===== src/rtl/regfile_sb.sv =====
// ============================================================================
// Module   : regfile_sb
// Brief    : Multi-port register file with write-pending scoreboard; r0 is
//            hardwired to zero. Optional write-to-read bypass: REGFILE_BYPASS_EN.
// Revision : 1.0 - initial release
// ============================================================================
`default_nettype none

module regfile_sb #(
    parameter int DATA_W = 32,
    parameter int ADDR_W = 5
) (
    input  logic              clk,
    input  logic              rst_n,
    input  logic [ADDR_W-1:0] rd_reg1,
    input  logic [ADDR_W-1:0] rd_reg2,
    output logic [DATA_W-1:0] rd_data1,
    output logic [DATA_W-1:0] rd_data2,
    output logic              rd_busy1,
    output logic              rd_busy2,
    output logic              stall,
    input  logic              iss_valid,
    input  logic [ADDR_W-1:0] iss_reg,
    input  logic              wr_en,
    input  logic [ADDR_W-1:0] wr_reg,
    input  logic [DATA_W-1:0] wr_data,
    output logic [ADDR_W:0]   pend_cnt,
    output logic              iss_err
);

    localparam int DEPTH = 1 << ADDR_W;

    logic [DATA_W-1:0] r_mem [DEPTH];
    logic [DEPTH-1:0]  r_busy;

    logic w_wr_hit;
    logic w_iss_hit;
    logic w_same;
    logic w_illegal;
    logic w_inc;
    logic w_dec;

    always_comb begin
        w_wr_hit  = wr_en && (wr_reg != '0);
        w_iss_hit = iss_valid && (iss_reg != '0);
        w_same    = w_wr_hit && w_iss_hit && (wr_reg == iss_reg);
        w_illegal = w_iss_hit && r_busy[iss_reg] && !w_same;
        // A same-register write-back and issue hand the pending bit straight
        // from the retiring instruction to the new one, so neither counts.
        w_inc     = w_iss_hit && !r_busy[iss_reg];
        w_dec     = w_wr_hit && r_busy[wr_reg] && !w_same;
    end

    always_ff @(posedge clk or negedge rst_n) begin
        if (!rst_n) begin
            for (int i = 0; i < DEPTH; i++) begin
                r_mem[i] <= '0;
            end
            r_busy   <= '0;
            pend_cnt <= '0;
            iss_err  <= 1'b0;
        end else begin
            if (w_wr_hit) begin
                r_mem[wr_reg]  <= wr_data;
                r_busy[wr_reg] <= 1'b0;
            end
            if (w_iss_hit) begin
                r_busy[iss_reg] <= 1'b1;
            end
            case ({w_inc, w_dec})
                2'b10:   pend_cnt <= pend_cnt + 1'b1;
                2'b01:   pend_cnt <= pend_cnt - 1'b1;
                default: pend_cnt <= pend_cnt;
            endcase
            iss_err <= w_illegal;
        end
    end

    logic [ADDR_W-1:0] w_rd_addr [2];
    logic [DATA_W-1:0] w_rd_data [2];
    logic              w_rd_busy [2];

    assign w_rd_addr[0] = rd_reg1;
    assign w_rd_addr[1] = rd_reg2;

    generate
        for (genvar p = 0; p < 2; p++) begin : g_rd_port
            always_comb begin
                w_rd_data[p] = '0;
                w_rd_busy[p] = 1'b0;
                if (w_rd_addr[p] != '0) begin
`ifdef REGFILE_BYPASS_EN
                    if (w_wr_hit && (wr_reg == w_rd_addr[p])) begin
                        w_rd_data[p] = wr_data;
                        w_rd_busy[p] = 1'b0;
                    end else begin
                        w_rd_data[p] = r_mem[w_rd_addr[p]];
                        w_rd_busy[p] = r_busy[w_rd_addr[p]];
                    end
`else
                    w_rd_data[p] = r_mem[w_rd_addr[p]];
                    w_rd_busy[p] = r_busy[w_rd_addr[p]];
`endif
                end
            end
        end
    endgenerate

    assign rd_data1 = w_rd_data[0];
    assign rd_data2 = w_rd_data[1];
    assign rd_busy1 = w_rd_busy[0];
    assign rd_busy2 = w_rd_busy[1];
    assign stall    = w_rd_busy[0] | w_rd_busy[1];

endmodule

`default_nettype wire


===== config.mk =====
export PLATFORM = sky130hd
export DESIGN_NAME = regfile_sb
export DESIGN_NICKNAME = d
export VERILOG_FILES = /design/src/rtl/regfile_sb.sv
export SDC_FILE = /design/constraint.sdc
export NUM_CORES = 2
export LEC_CHECK = 0
export CAP_MARGIN = 20
export CORE_ASPECT_RATIO = 0.8
export CORE_MARGIN = 2
export CORE_UTILIZATION = 57
export DETAILED_ROUTE_END_ITERATION = 8
export GPL_TIMING_DRIVEN = 0
export PLACE_DENSITY = 0.77
export SLEW_MARGIN = 20
export SYNTH_ARGS = -nofsm -noshare
export SYNTH_HDL_FRONTEND = slang
export SYNTH_SLANG_ARGS = --single-unit

===== constraint.sdc =====
create_clock -name clk -period 4.25 [get_ports clk]
set_clock_uncertainty 0.1 [all_clocks]
set_input_delay 1.275 -clock clk [delete_from_list [all_inputs] [get_ports clk]]
set_output_delay 1.275 -clock clk [all_outputs]
set_load 0.02 [all_outputs]

After elaboration in Yosys (flattened, before gate mapping):

Cells that the tools add are included.

* bitwise logic cells: 7
* order comparisons: 10
* equality and inequality tests: 3
* multiplexer cells: 28
* reductions and logical operators: 19
* add/sub/neg operators: 2

Operators by type and width (count)
* 1024-bit bitwise mux: 1
* 32-bit binary-select mux with 5-bit select: 2
* 32-bit 2-to-1 mux: 9
* 32-bit demux with 5-bit select: 1
* 32-bit bitwise AND: 1
* 32-bit NOT: 1
* 32-bit bitwise OR: 1
* 5-bit by 6-bit less-than comparator with 1-bit output, second input constant: 4
* 1-bit binary-select mux with 5-bit select: 4
* 5-bit nonzero test: 4
* 6-bit greater-or-equal comparator, second input constant: 3
* 5-bit NOT with 6-bit output: 3
* 1-bit logical AND: 12
* 6-bit one-hot mux with 2 select lines: 1
* 1-bit demux with 5-bit select: 2
* 5-bit by 1-bit greater-or-equal comparator with 1-bit output, second input constant: 2
* 1-bit 2-to-1 mux: 8
* 6-bit by 1-bit adder with 6-bit output, second input constant: 1
* 6-bit by 1-bit less-than comparator with 1-bit output, second input constant: 1
* 6-bit by 1-bit subtractor with 6-bit output, second input constant: 1
* 5-bit equality test: 1
* 2-bit by 1-bit equality test with 1-bit output, second input constant: 1
* 2-bit equality test, second input constant: 1
* 1-bit zero test: 2
* 2 further kinds: 2

* input port bits: 56
* flip-flop bits (word level): 1063
* word-level logic and storage cells: 104
* output and inout port bits: 74

Longest topological paths before layout:

* depth after elaboration: 9
* gate-level depth with buffers: 14
* gate-level depth less buffers: 12

Worst setup path before layout:

No wires, ideal clock.

* path type: input port to output port
* start point: input rd_reg2[0]
* end point: output stall
* path buffers: 3
* arrival time: 3.236 ns
* cell stages on the path: 7
* data required time: 2.875 ns
* slack: -0.361 ns
* cells stage by stage: clkbuf_1 -> buf_6 -> buf_2 -> mux4_2 -> mux4_2 -> a22o_1 -> a311o_1

* cells in the longest elaborated chain, start to end: 4
* elaborated cells on any way between the ends: 5
* classes of those cells: mux: 3; bitwise: 1; reduce/logical: 1

RTL lines
* start: declaration: RTL line 16 `input logic [ADDR_W-1:0] rd_reg2,`
* 1-bit binary-select mux with 5-bit select: RTL line 102 `w_rd_busy[p] = r_busy[w_rd_addr[p]];`
* 1-bit 2-to-1 mux (not written as such): RTL line 102
* 1-bit 2-to-1 mux (*): RTL line 91 `if (w_rd_addr[p] != '0) begin`
* via rd_busy2: RTL line 20 `output logic rd_busy2,`
* 1-bit bitwise OR (*): RTL line 113 `assign stall = w_rd_busy[0] | w_rd_busy[1];`
* end: declaration: RTL line 21 `output logic stall,`

Mark *: on every way through the listed nets, which the timed path passes. The rest lies on a longest branch. The select of a mux whose other input is x is not followed.

Final worst setup path:

* start point: input rd_reg2[0]
* end point: output rd_data2[0]

* cells in the longest elaborated chain, start to end: 5
* elaborated cells on any way between the ends: 6
* classes of those cells: mux: 4; bitwise: 1; reduce/logical: 1

RTL lines
* 5-bit NOT with 6-bit output (not written as such): RTL line 101 `w_rd_data[p] = r_mem[w_rd_addr[p]];`
* 32-bit binary-select mux with 5-bit select: RTL line 101
* 32-bit 2-to-1 mux (not written as such) (2 in a row): RTL line 101
* 32-bit 2-to-1 mux (*): RTL line 91
* end: declaration: RTL line 18 `output logic [DATA_W-1:0] rd_data2,`

Every way passes the cells marked *; elsewhere a longest branch is shown, timed or not. The select of a mux whose other input is x is not followed.

==> results.cfg <==
[sta]
min_period_ns = 4.89
tns_ns = -37.31
maxSlewViolCount = 0
hold_violations = 0
slew_headroom_pct = 20.2
worst_pin_slew_ns = 1.19
fin_ws_ns = -0.642
final-setup-viol-count = 67
max_freq_mhz = 204
min_period_over_period_pct = 115
rsz0062_at_grt = yes

[die]
dieHeight_microns = 286
fp.dieW_microns = 356
initial_core_util_pct = 57.4
rows = 103
io_pins = 130
fp.coreArea_sq_um = 98500
dieArea_sq_um = 102000

[cts]
cts_tree = built
clk_path_buf_depth = 3
cts_max_level = 3
insertion_delay_ns = 0.71
cts_root_buffer = clkbuf_16
clk_pin_slew_worst_paths_ns = 0.06
cts_buffers = 107
cts_sinks = 1063

[route]
via_per_inst = 7.30
vias = 38000
drt_iter0_drc = 5416
ant_nets = 0
detail_route.wirelength_microns = 195000
firstDrtPassIters = 7
drc = 0
avgRoutedWirePerCell_microns = 37.4

[setup_path]
cp_slowest_cell = mux4_2
critPathMaxFanout = 8
rr_startpoint = r_busy[7]
cp-start-kind = input pin
crit_path_cell_trace = clkbuf_16 -> buf_16 -> buf_12 -> buf_6 -> mux4_2 -> mux4_2 -> a22o_4 -> buf_6
cp_top_family = multiplexers
endpoint_kind = output pin
cpPeakStageDelay_ns = 0.55
r2r-end = pend_cnt[5]
critPathRequiredTime_ns = 2.87
path_class = in -> out
reg2reg_depth = 12
arrival_ns = 3.52
crit_buf_inv = 5
r2r_setup_slack_ns = 0.65

[hold_path]
hold_path_depth = 1
hp-class = reg -> reg
hold_path_startpoint = pend_cnt[5]
hold_end = pend_cnt[5]

[placed_design]
dp_slack_ns = -2.95
gp_congestion = 0.990
io_buffers = 117
place_hpwl_microns = 137000

[grt]
antenna_found_initial = 5
grt_pass1_vias = 37100
grt_usage_pct = 38.5
grt_overflow_total = 0
grt_pass1_wl_microns = 275000
grt_max_degree = 147

[final_layout]
multi_input_area_sq_um = 28800
final_cell_mix = dfrtp_1 (1063), mux2_2 (993), mux4_2 (673), clkbuf_1 (188), clkbuf_16 (130)
layout-drive-gt1-share_pct = 60.7
fill_cells = 6433
nets = 3868
syn2layout_area_growth_pct = 19.4
regArea_sq_um = 26600
mostFrequentLayoutCell = dfrtp_1

[status]
outcome = finished, violations left
violations = negative setup slack

[synth]
synth-seq-cells = 1063
synth_warnings = 0
yosysSeqAreaShare_pct = 47.0
synthArstFlopShare_pct = 100
mappedNetlistArea_sq_um = 56500
synth-edff-count = 0
ys.flop_type = dfrtp_1
yosysUniqueCellTypes = 45
syn-num-nets = 3522
synth.avg_cell_area_sq_um = 16.3
syn_inst = 3460

[pwr]
ir_worst_vdd_mv = 0.399
p_leak_nw = 29.0
p_per_area_nw_per_um2 = 479

[job]
drv_cap = 0
## where the power goes
group	switching (mW)	total (mW)	internal, mW
clock	4.24	10.2	5.96
sequential	1.57	13.6	12.1
combinational	3.78	8.50	4.71
total	9.60	32.3	22.7
## per-layer routing
layer / up-vias / GRT usage (%) / wire [microns]
met4: 2 / 14.3 / 8750
li1: 14200 / - / -
met1: 20500 / 55.0 / 73700
met3: 480 / 17.4 / 30200
met2: 2793 / 52.0 / 82500
met5: - / 0 / 8
## logic make-up after synthesis
kind of cell    Yosys count  synth area share, %
xor+xnor                 10                0.155
simple gates            141                 1.22
mux                    1671                 46.7
fa+ha+maj                 6                0.146
flops                  1063                 47.0
compound gates          129                 1.54
buf+inv                 440                 3.22
## stage by stage
| step | instances | power [mW] | cell area [sq um] | hold slack (ns) | utilization (%) |
|---|---|---|---|---|---|
| 6_report | 5211 | 32.3 | 67500 | 0.372 | 68.6 |
| 2_1_floorplan | 3460 | 18.3 | 57100 | 0.341 | - |
| 3_3_place_gp | 4889 | 21.0 | 59900 | 0.353 | 60.9 |
| 4_1_cts | 5158 | 31.7 | 66300 | 0.376 | 67.4 |
| 5_1_grt | 5208 | 33.2 | 67500 | 0.394 | 68.6 |
| 3_5_place_dp | 4897 | 21.3 | 60200 | 0.364 | 61.1 |
## how the worst max path moves through the flow
stage,from,to,slack [ns],cells after the start
2_1_floorplan,rd_reg2[0],stall,-0.27,6
4_1_cts,rd_reg2[0],rd_data2[13],-0.65,8
3_3_place_gp,rst_n,r_mem[400],-46.69,1
6_report,rd_reg2[0],rd_data2[0],-0.64,8
5_1_grt,rd_reg2[0],rd_data2[13],-0.64,8
3_5_place_dp,rd_reg2[1],rd_data2[0],-2.95,7
## flip-flops by register name, summed over array words and instances (netlist names)
signal / cells
r_mem: 1024
r_busy: 32
pend_cnt: 6
iss_err: 1
## what timing repair did
item                       in CTS  in global routing
setup buffers                  49                 46
hold endpoints to repair        0                  0
pin swaps                      14                 30
hold buffers                    0                  0
gates resized for setup       807                153
gates cloned                   13                 13
setup endpoints to repair      71                 70
## cell type report
class	count	area share, %
Clock inverter	36	0.826
Multi-Input combinational cell	1957	42.7
Clock buffer	163	4.73
Inverter	37	0.206
Antenna cell	3	0.0111
Timing Repair Buffer	238	4.77
Tap cell	1312	2.43
Buffer	402	4.99
Sequential cell	1063	39.4
## cells in the mapped netlist, drive strengths merged, types with 5 or more instances
master,instances,area share [%]
nor2,22,0.15
nor3b,7,0.093
mux2,993,20
or2,6,0.066
inv,37,0.25
xor2,7,0.11
a22o,45,0.70
nand2,67,0.44
dfrtp,1063,47
mux4,673,27
nand3b,7,0.093
buf,164,1.4
ha,5,0.11
nand3,5,0.044
and3,5,0.055
mux2i,5,0.089
o21ai,64,0.57
clkbuf,239,1.6
## worst register-to-register path, cell delays in order (launching register included)
cell and delay (ns):
dfrtp_1 0.46, mux4_2 0.51, nand3b_1 0.10, a21oi_1 0.08
or4_1 0.56, or2_4 0.33, ha_4 0.24, ha_4 0.27
a21o_1 0.12, a21oi_2 0.08, or4_1 0.42, nand3_1 0.10
xor2_1 0.16
Note: power is estimated with default switching activity, not from simulation.
